--- src/rtl/tdm_pkg.sv ---
// Shared types and defaults for the TDM channel link (transmit mux and slot counter).
package tdm_pkg;

  localparam int TDM_N = 8;

  typedef enum logic {
    IDLE = 1'b0,
    SEND = 1'b1
  } tdm_state_e;

  // Select width for a given channel count; a single channel still needs one bit.
  function automatic int tdm_selw(input int n);
    return (n > 1) ? $clog2(n) : 1;
  endfunction

endpackage

--- src/rtl/tdm_slot_counter.sv ---
// Modulo-N slot counter with load-zero, enable and terminal-count output.
// Wraps at N-1 so select codes >= N are never produced.
module tdm_slot_counter
  import tdm_pkg::*;
#(
  parameter int N = TDM_N,
  localparam int W = tdm_selw(N)
) (
  input  logic         clk,
  input  logic         reset,
  input  logic         i_load_zero,
  input  logic         i_enable,
  output logic [W-1:0] o_count,
  output logic         o_terminal
);

  localparam logic [W-1:0] LAST = W'(N - 1);

  logic [W-1:0] r_count;
  logic         w_terminal;

  assign w_terminal = (r_count == LAST);

  always_ff @(posedge clk) begin
    if (reset) begin
      r_count <= '0;
    end else if (i_load_zero) begin
      r_count <= '0;
    end else if (i_enable) begin
      r_count <= w_terminal ? '0 : r_count + 1'b1;
    end
  end

  assign o_count    = r_count;
  assign o_terminal = w_terminal;

endmodule

--- src/rtl/tdm_mux.sv ---
// Time-division multiplexer: accepts an N-bit word via valid/ready and
// serialises it as one (d, sel) slot per cycle, with downstream stall.
module tdm_mux
  import tdm_pkg::*;
#(
  parameter int N = TDM_N,
  localparam int SELW = tdm_selw(N)
) (
  input  logic            clk,
  input  logic            reset,
  input  logic            in_valid,
  output logic            in_ready,
  input  logic [N-1:0]    in_data,
  input  logic            out_ready,
  output logic            out_valid,
  output logic            d,
  output logic [SELW-1:0] sel,
  output logic            frame_start
);

  tdm_state_e r_state;
  tdm_state_e r_state_next;

  logic [N-1:0]    r_shift;
  logic [N-1:0]    r_shift_next;
  logic            r_d;
  logic            r_d_next;
  logic            r_valid;
  logic            r_valid_next;
  logic            r_fs;
  logic            r_fs_next;

  logic            w_advance;
  logic            w_xfer;
  logic            w_tc;
  logic [SELW-1:0] w_count;

  // A slot is consumed only while presenting one and downstream accepts it.
  assign w_advance = (r_state == SEND) && out_ready;
  assign in_ready  = (r_state == IDLE) || (w_advance && w_tc);
  assign w_xfer    = in_valid && in_ready;

  tdm_slot_counter #(
    .N (N)
  ) u_slot_counter (
    .clk         (clk),
    .reset       (reset),
    .i_load_zero (w_xfer || (w_advance && w_tc)),
    .i_enable    (w_advance),
    .o_count     (w_count),
    .o_terminal  (w_tc)
  );

  always_ff @(posedge clk) begin
    if (reset) begin
      r_state <= IDLE;
    end else begin
      r_state <= r_state_next;
    end
  end

  always_comb begin
    r_state_next = r_state;
    case (r_state)
      IDLE: begin
        if (w_xfer) begin
          r_state_next = SEND;
        end
      end
      SEND: begin
        if (w_advance && w_tc) begin
          r_state_next = w_xfer ? SEND : IDLE;
        end
      end
      default: r_state_next = IDLE;
    endcase
  end

  // The shift register always holds the not-yet-presented bits with the
  // next slot's bit at position 0.
  always_comb begin
    r_shift_next = r_shift;
    r_d_next     = r_d;
    r_valid_next = r_valid;
    r_fs_next    = r_fs;
    if (w_xfer) begin
      r_shift_next = in_data >> 1;
      r_d_next     = in_data[0];
      r_valid_next = 1'b1;
      r_fs_next    = 1'b1;
    end else if (w_advance) begin
      r_fs_next = 1'b0;
      if (w_tc) begin
        r_d_next     = 1'b0;
        r_valid_next = 1'b0;
      end else begin
        r_shift_next = r_shift >> 1;
        r_d_next     = r_shift[0];
        r_valid_next = 1'b1;
      end
    end
  end

  always_ff @(posedge clk) begin
    if (reset) begin
      r_shift <= '0;
      r_d     <= 1'b0;
      r_valid <= 1'b0;
      r_fs    <= 1'b0;
    end else begin
      r_shift <= r_shift_next;
      r_d     <= r_d_next;
      r_valid <= r_valid_next;
      r_fs    <= r_fs_next;
    end
  end

  assign out_valid   = r_valid;
  assign d           = r_d;
  assign sel         = w_count;
  assign frame_start = r_fs;

endmodule

--- config.mk ---
export PLATFORM = sky130hd
export DESIGN_NAME = tdm_mux
export DESIGN_NICKNAME = d
export VERILOG_FILES = /design/src/rtl/tdm_pkg.sv /design/src/rtl/tdm_slot_counter.sv /design/src/rtl/tdm_mux.sv
export SDC_FILE = /design/constraint.sdc
export NUM_CORES = 1
export LEC_CHECK = 0
export ABC_AREA = 1
export CAP_MARGIN = 20
export CORE_MARGIN = 4
export CORE_UTILIZATION = 45
export DETAILED_ROUTE_END_ITERATION = 6
export PLACE_DENSITY = 0.75
export SETUP_SLACK_MARGIN = 0.5
export SLEW_MARGIN = 20
export SYNTH_ARGS = -nofsm -noshare
export SYNTH_HDL_FRONTEND = slang
export SYNTH_SLANG_ARGS = --single-unit
--- constraint.sdc ---
create_clock -name clk -period 1.5 [get_ports clk]
set_input_delay 0.225 -clock clk [delete_from_list [all_inputs] [get_ports clk]]
set_output_delay 0.225 -clock clk [all_outputs]
set_load 0.005 [all_outputs]
* Word-level counts from Yosys, hierarchy flattened *
Index checks and enable logic that the tools add are counted.

storage, ports and cells
  logic and storage cells = 33
  bits of input ports = 12
  bits in registers = 14

operators by class
  bitwise gates (word level) = 1
  add/subtract/negate cells = 1
  equality and inequality tests = 2
  mux-type cells = 15
  reductions and logical operators = 8

operators by type and width
  cell                   number
  $mux W7                3
  $mux W1                10
  $add A3 B1 Y3 const B  1
  $eq A3 B3 Y1 const B   1
  $logic_and A1 B1 Y1    3
  $mux W3                1
  $logic_or A1 B1 Y1     2
  $ne A2 B2 Y1 const B   1
  $pmux W1 S2            1
  $reduce_and A2 Y1      1
  $reduce_bool A2 Y1     1
  $reduce_or A2 Y1       1
  $not A1 Y1             1

* Logic depth before layout (Yosys ltp) *
  depth after elaboration = 7
  depth in mapped cells = 10
  depth with buffers taken out = 10

* Hierarchy *
From an unflattened synthesis, not the netlist that was laid out.

unflattened totals
  cell total of the unflattened synthesis = 96
  area, all modules = 714.4 um^2

modules (own cells, without submodules)
  module            cells an instance  instances  area each (um^2)  sequential area each (um^2)
  tdm_mux           77                 1          571.8             220.2
  tdm_slot_counter  19                 1          142.6             60.1

* Least setup slack after synthesis *
OpenSTA, ideal clock, no wires.

  path kind = reg2reg
  start = register u_slot_counter.r_count[0], in the netlist u_slot_counter.o_count[0]
  end = register u_slot_counter.r_count[1], in the netlist u_slot_counter.o_count[1]
  setup slack = 0.177 ns
  stages on the path, launching flop included = 8
  arrival = 1.253 ns
  clock period less this slack = 1.323 ns
  path buffers = 0
  path through = dfxtp_1 > ha_1 > ha_1 > nand3_1 > nand2_1 > nand2_1 > nand3_1 > a21oi_1

between the ends
  word-level cells in the longest chain between the ends = 6
  elaborated cells on any way between the ends = 8
  those cells by class = add/sub: 1; eq/ne: 1; mux: 1; reduce/logical: 5

ends and longest elaborated chain
  item                        RTL line                      source
  start, declared             tdm_slot_counter.sv:19        logic [W-1:0] r_count;
  start signal, assigned      tdm_slot_counter.sv:30        r_count <= w_terminal ? '0 : r_count + 1'b1;
  $eq A3 B3 Y1                tdm_slot_counter.sv:22        assign w_terminal = (r_count == LAST);
  $logic_and A1 B1 Y1         tdm_mux.sv:40, tdm_mux.sv:48
  $logic_or A1 B1 Y1          tdm_mux.sv:40                 assign in_ready = (r_state == IDLE) || (w_advance && w_tc);
  $logic_and A1 B1 Y1         tdm_mux.sv:41                 assign w_xfer = in_valid && in_ready;
  $logic_or A1 B1 Y1          tdm_mux.sv:48                 .i_load_zero (w_xfer || (w_advance && w_tc)),
  $reduce_or A2 Y1 (no line)  n/a

Several ways; a longest one is shown, not always the timed one.
A chain may end at the register's enable or synchronous reset.

* Final worst setup path *
  start = register u_slot_counter.r_count[0], in the netlist u_slot_counter.o_count[0]
  end = output in_ready

between the ends
  word-level cells in the longest chain between the ends = 3

ends and longest elaborated chain
  item                 RTL line                source
  $eq A3 B3 Y1         tdm_slot_counter.sv:22
  $logic_and A1 B1 Y1  tdm_mux.sv:40
  $logic_or A1 B1 Y1   tdm_mux.sv:40
  end, declared        tdm_mux.sv:12           output logic in_ready,

Every way passes these cells.

==> metrics.md <==
| Metric | Value |
|---|---|
| Gr busiest metal | `met2` |
| Via count | `~760` |
| Status | `finished clean` |
| Met3 global-route usage | `0.04511` |
| Synthesized flop and latch total | `14` |
| Starting DRT DRC Count | `5` |
| First-pass iteration count of the detailed router | `4` |
| Crit path launch type | `flip-flop` |
| Starting Density | `0.4748` |
| Nets | `~150` |
| Slew @ Worst Pin | `around 0.23 ns` |
| WP data required | `roughly 1.3 ns` |
| Row Count | `14` |
| First-pass GRT wire length | `roughly 2800 µm` |
| Slew Limit Fails | `0` |
| H-Tree Depth | `1` |
| RSZ-0062 raised after global routing | `yes` |
| Commonest non-fill, non-tap cell in the layout | `nand2_1` |
| Pleak | `0.5633 nW` |
| Final GP Congestion | `roughly 0.77` |
| Setup_tns | `0 ns` |
| Total grt overflow | `0` |
| Period Utilization, post-route | `0.9592` |
| Initial antenna violation count | `0` |
| Met1 GRT Util | `0.1978` |
| CTS Buf Count | `3` |
| Vias in the first global route | `about 660` |
| Die H | `47.64 µm` |
| Final setup fails | `0` |
| Crit path kind | `reg2out` |
| Commonest cells after routing, fill and taps aside | `18 x nand2_1, 17 x inv_1, 13 x nand3_1, 13 x buf_4, 11 x clkdlybuf4s50_1` |
| M2 GR Usage | `0.3182` |
| Clk slew on worst S/H paths | `around 0.080 ns` |
| Max IR drop VDD | `approximately 0.57 mV` |
| Clk sinks | `14` |
| Ant. Diodes | `0` |
| DRC viols | `0` |
| PortBufs | `18` |
| Clock Latency Late Sink | `~0.29 ns` |
| Fin. Hold Viols | `0` |
| Die W | `47.64 µm` |
| Final worst setup slack | `just over 0.06 ns` |
| Core region area | `~0.0015 mm²` |
| Largest net degree at the start of global routing | `11` |
| Tmin final | `about 1.4 ns` |
| Mapped Avg Cell Area | `roughly 7 µm²` |
| Die area | `~0.0023 mm²` |
| Total GRT Usage | `0.1808` |
| Share of post-route cells with drive strength above 1 | `0.4203` |
| Max-Cap Viols | `0` |
| Boundary pin count | `19` |
| Worst Setup End Kind | `output port` |
| ANT nets after route | `0` |
| Synth cell types | `17` |
| Clock Tree Root | `clkbuf_4` |
| Mapped cell area | `706.9 µm²` |
| Crit path arrival time | `between 1 and 1.5 ns` |
| DP Worst Slack | `-0.1404 ns` |
| DR vias/cell | `4.955` |
| Maximum clock frequency | `about 700 MHz` |
| Mapped Cells | `100` |
| Final Skew | `roughly 0.0031 ns` |
| Flop-to-flop setup slack | `about 0.09 ns` |
| Mapped Nets | `114` |
| Area growth, synth to finish | `70.26%` |
| Avg WL per Cell | `between 10 and 15 µm` |
| PwrDens | `a little over 700 mW/mm²` |
| Dpl hpwl | `1247 µm` |
| CTS tree | `built` |
| Clk buf depth | `2` |
| Worst slew margin | `0.8474` |
| Worst Hold Class | `reg2reg` |
| Syn. warnings | `0` |
| Sequential element share of the synthesized area | `0.3965` |
| Crit Path Max Fanout | `2` |
| WL final | `around 1900 µm` |
==> power breakdown <==
| group | internal (W) | switching (W) | total (W) |
|---|---|---|---|
| Combinational | 0.000118 | 0.000114 | 0.000231 |
| Sequential | 0.000400 | 0.0000177 | 0.000418 |
| Clock | 0.0000935 | 0.000122 | 0.000215 |
| Total | 0.000612 | 0.000253 | 0.000865 |
==> per-stage QoR <==
| step | std cells | power, W | util | instance area [µm²] | hold slack, ns |
|---|---|---|---|---|---|
| final | 154 | 0.0008649 | 0.8084 | 1204 | 0.4588 |
| after global routing | 154 | 0.0009063 | 0.8084 | 1204 | 0.4740 |
| after CTS | 152 | 0.0008331 | 0.7420 | 1105 | 0.4587 |
| after detailed placement | 142 | 0.0006140 | 0.6731 | 1002 | 0.4507 |
| after global placement | 142 | 0.0006077 | 0.6731 | 1002 | 0.4491 |
| after floorplan | 100 | 0.0005276 | - | 753.2 | 0.3895 |
==> cells by family after synthesis <==
| logic type | share of synthesized area |
|---|---|
| compound gates | 0.1150 |
| buf+inv | 0.1557 |
| fa+ha+maj | 0.03539 |
| flops | 0.3965 |
| xor+xnor | 0.01239 |
| simple gates | 0.2850 |
==> metal layers <==
| metal | share of wire | routed length, µm |
|---|---|---|
| met4 | 0.034 | 65 |
| met5 | 0 | 0 |
| met3 | 0.060 | 113 |
| met1 | 0.40 | 764 |
| met2 | 0.50 | 953 |
==> state kept, by name, summed over array words and instances, names as in the netlist <==
name / count
r_shift: 7
u_slot_counter.o_count: 3
d: 1
frame_start: 1
out_valid: 1
r_state: 1
==> cells in the mapped netlist <==
library cell   instances  area share
o21ai_0                1      0.0071
ha_1                   2       0.035
buf_6                  1       0.016
clkbuf_8               1       0.019
clkinv_2               1      0.0071
nand2_1               21        0.11
a21oi_1               12       0.085
nand3_1               18        0.13
nand2_4                1       0.016
nand2_2                1      0.0089
o211ai_1               1       0.011
o21ai_2                1       0.012
xor2_1                 1       0.012
nor2_1                 4       0.021
inv_1                 19        0.10
dlygate4sd1_1          1       0.012
dfxtp_1               14        0.40
==> layout make-up <==
cell class,count,area (µm²)
Multi-Input combinational cell,64,447.9
Timing Repair Buffer,37,339.1
Sequential cell,14,291.5
Fill cell,105,285.3
Inverter,20,82.58
Clock buffer,3,22.52
Tap cell,16,20.02
==> what timing repair did <==
item                       CTS  global route
gates cloned                 1             0
pin swaps                    2             1
resized for setup           46            18
setup endpoints to repair   21            18
buffers inserted             6             2
hold buffers                 0             0
==> worst paths after layout <==
path / to / cells past startpoint / from
max reg2reg: r_shift[2]$_SDFFE_PP0P_ / 11 / u_slot_counter.o_count[0]$_SDFFE_PP0P_
min: frame_start$_SDFFE_PP0P_ / 2 / frame_start$_SDFFE_PP0P_
max: in_ready / 5 / u_slot_counter.o_count[0]$_SDFFE_PP0P_
min reg2reg: frame_start$_SDFFE_PP0P_ / 2 / frame_start$_SDFFE_PP0P_
==> critical path: stages, from the launching register on <==
cell and delay, ns:
dfxtp_2 0.34, ha_4 0.16, ha_4 0.16, nand3_4 0.09
nand2_4 0.07, buf_6 0.11
No activity file was read; power rests on OpenSTA's default activity.
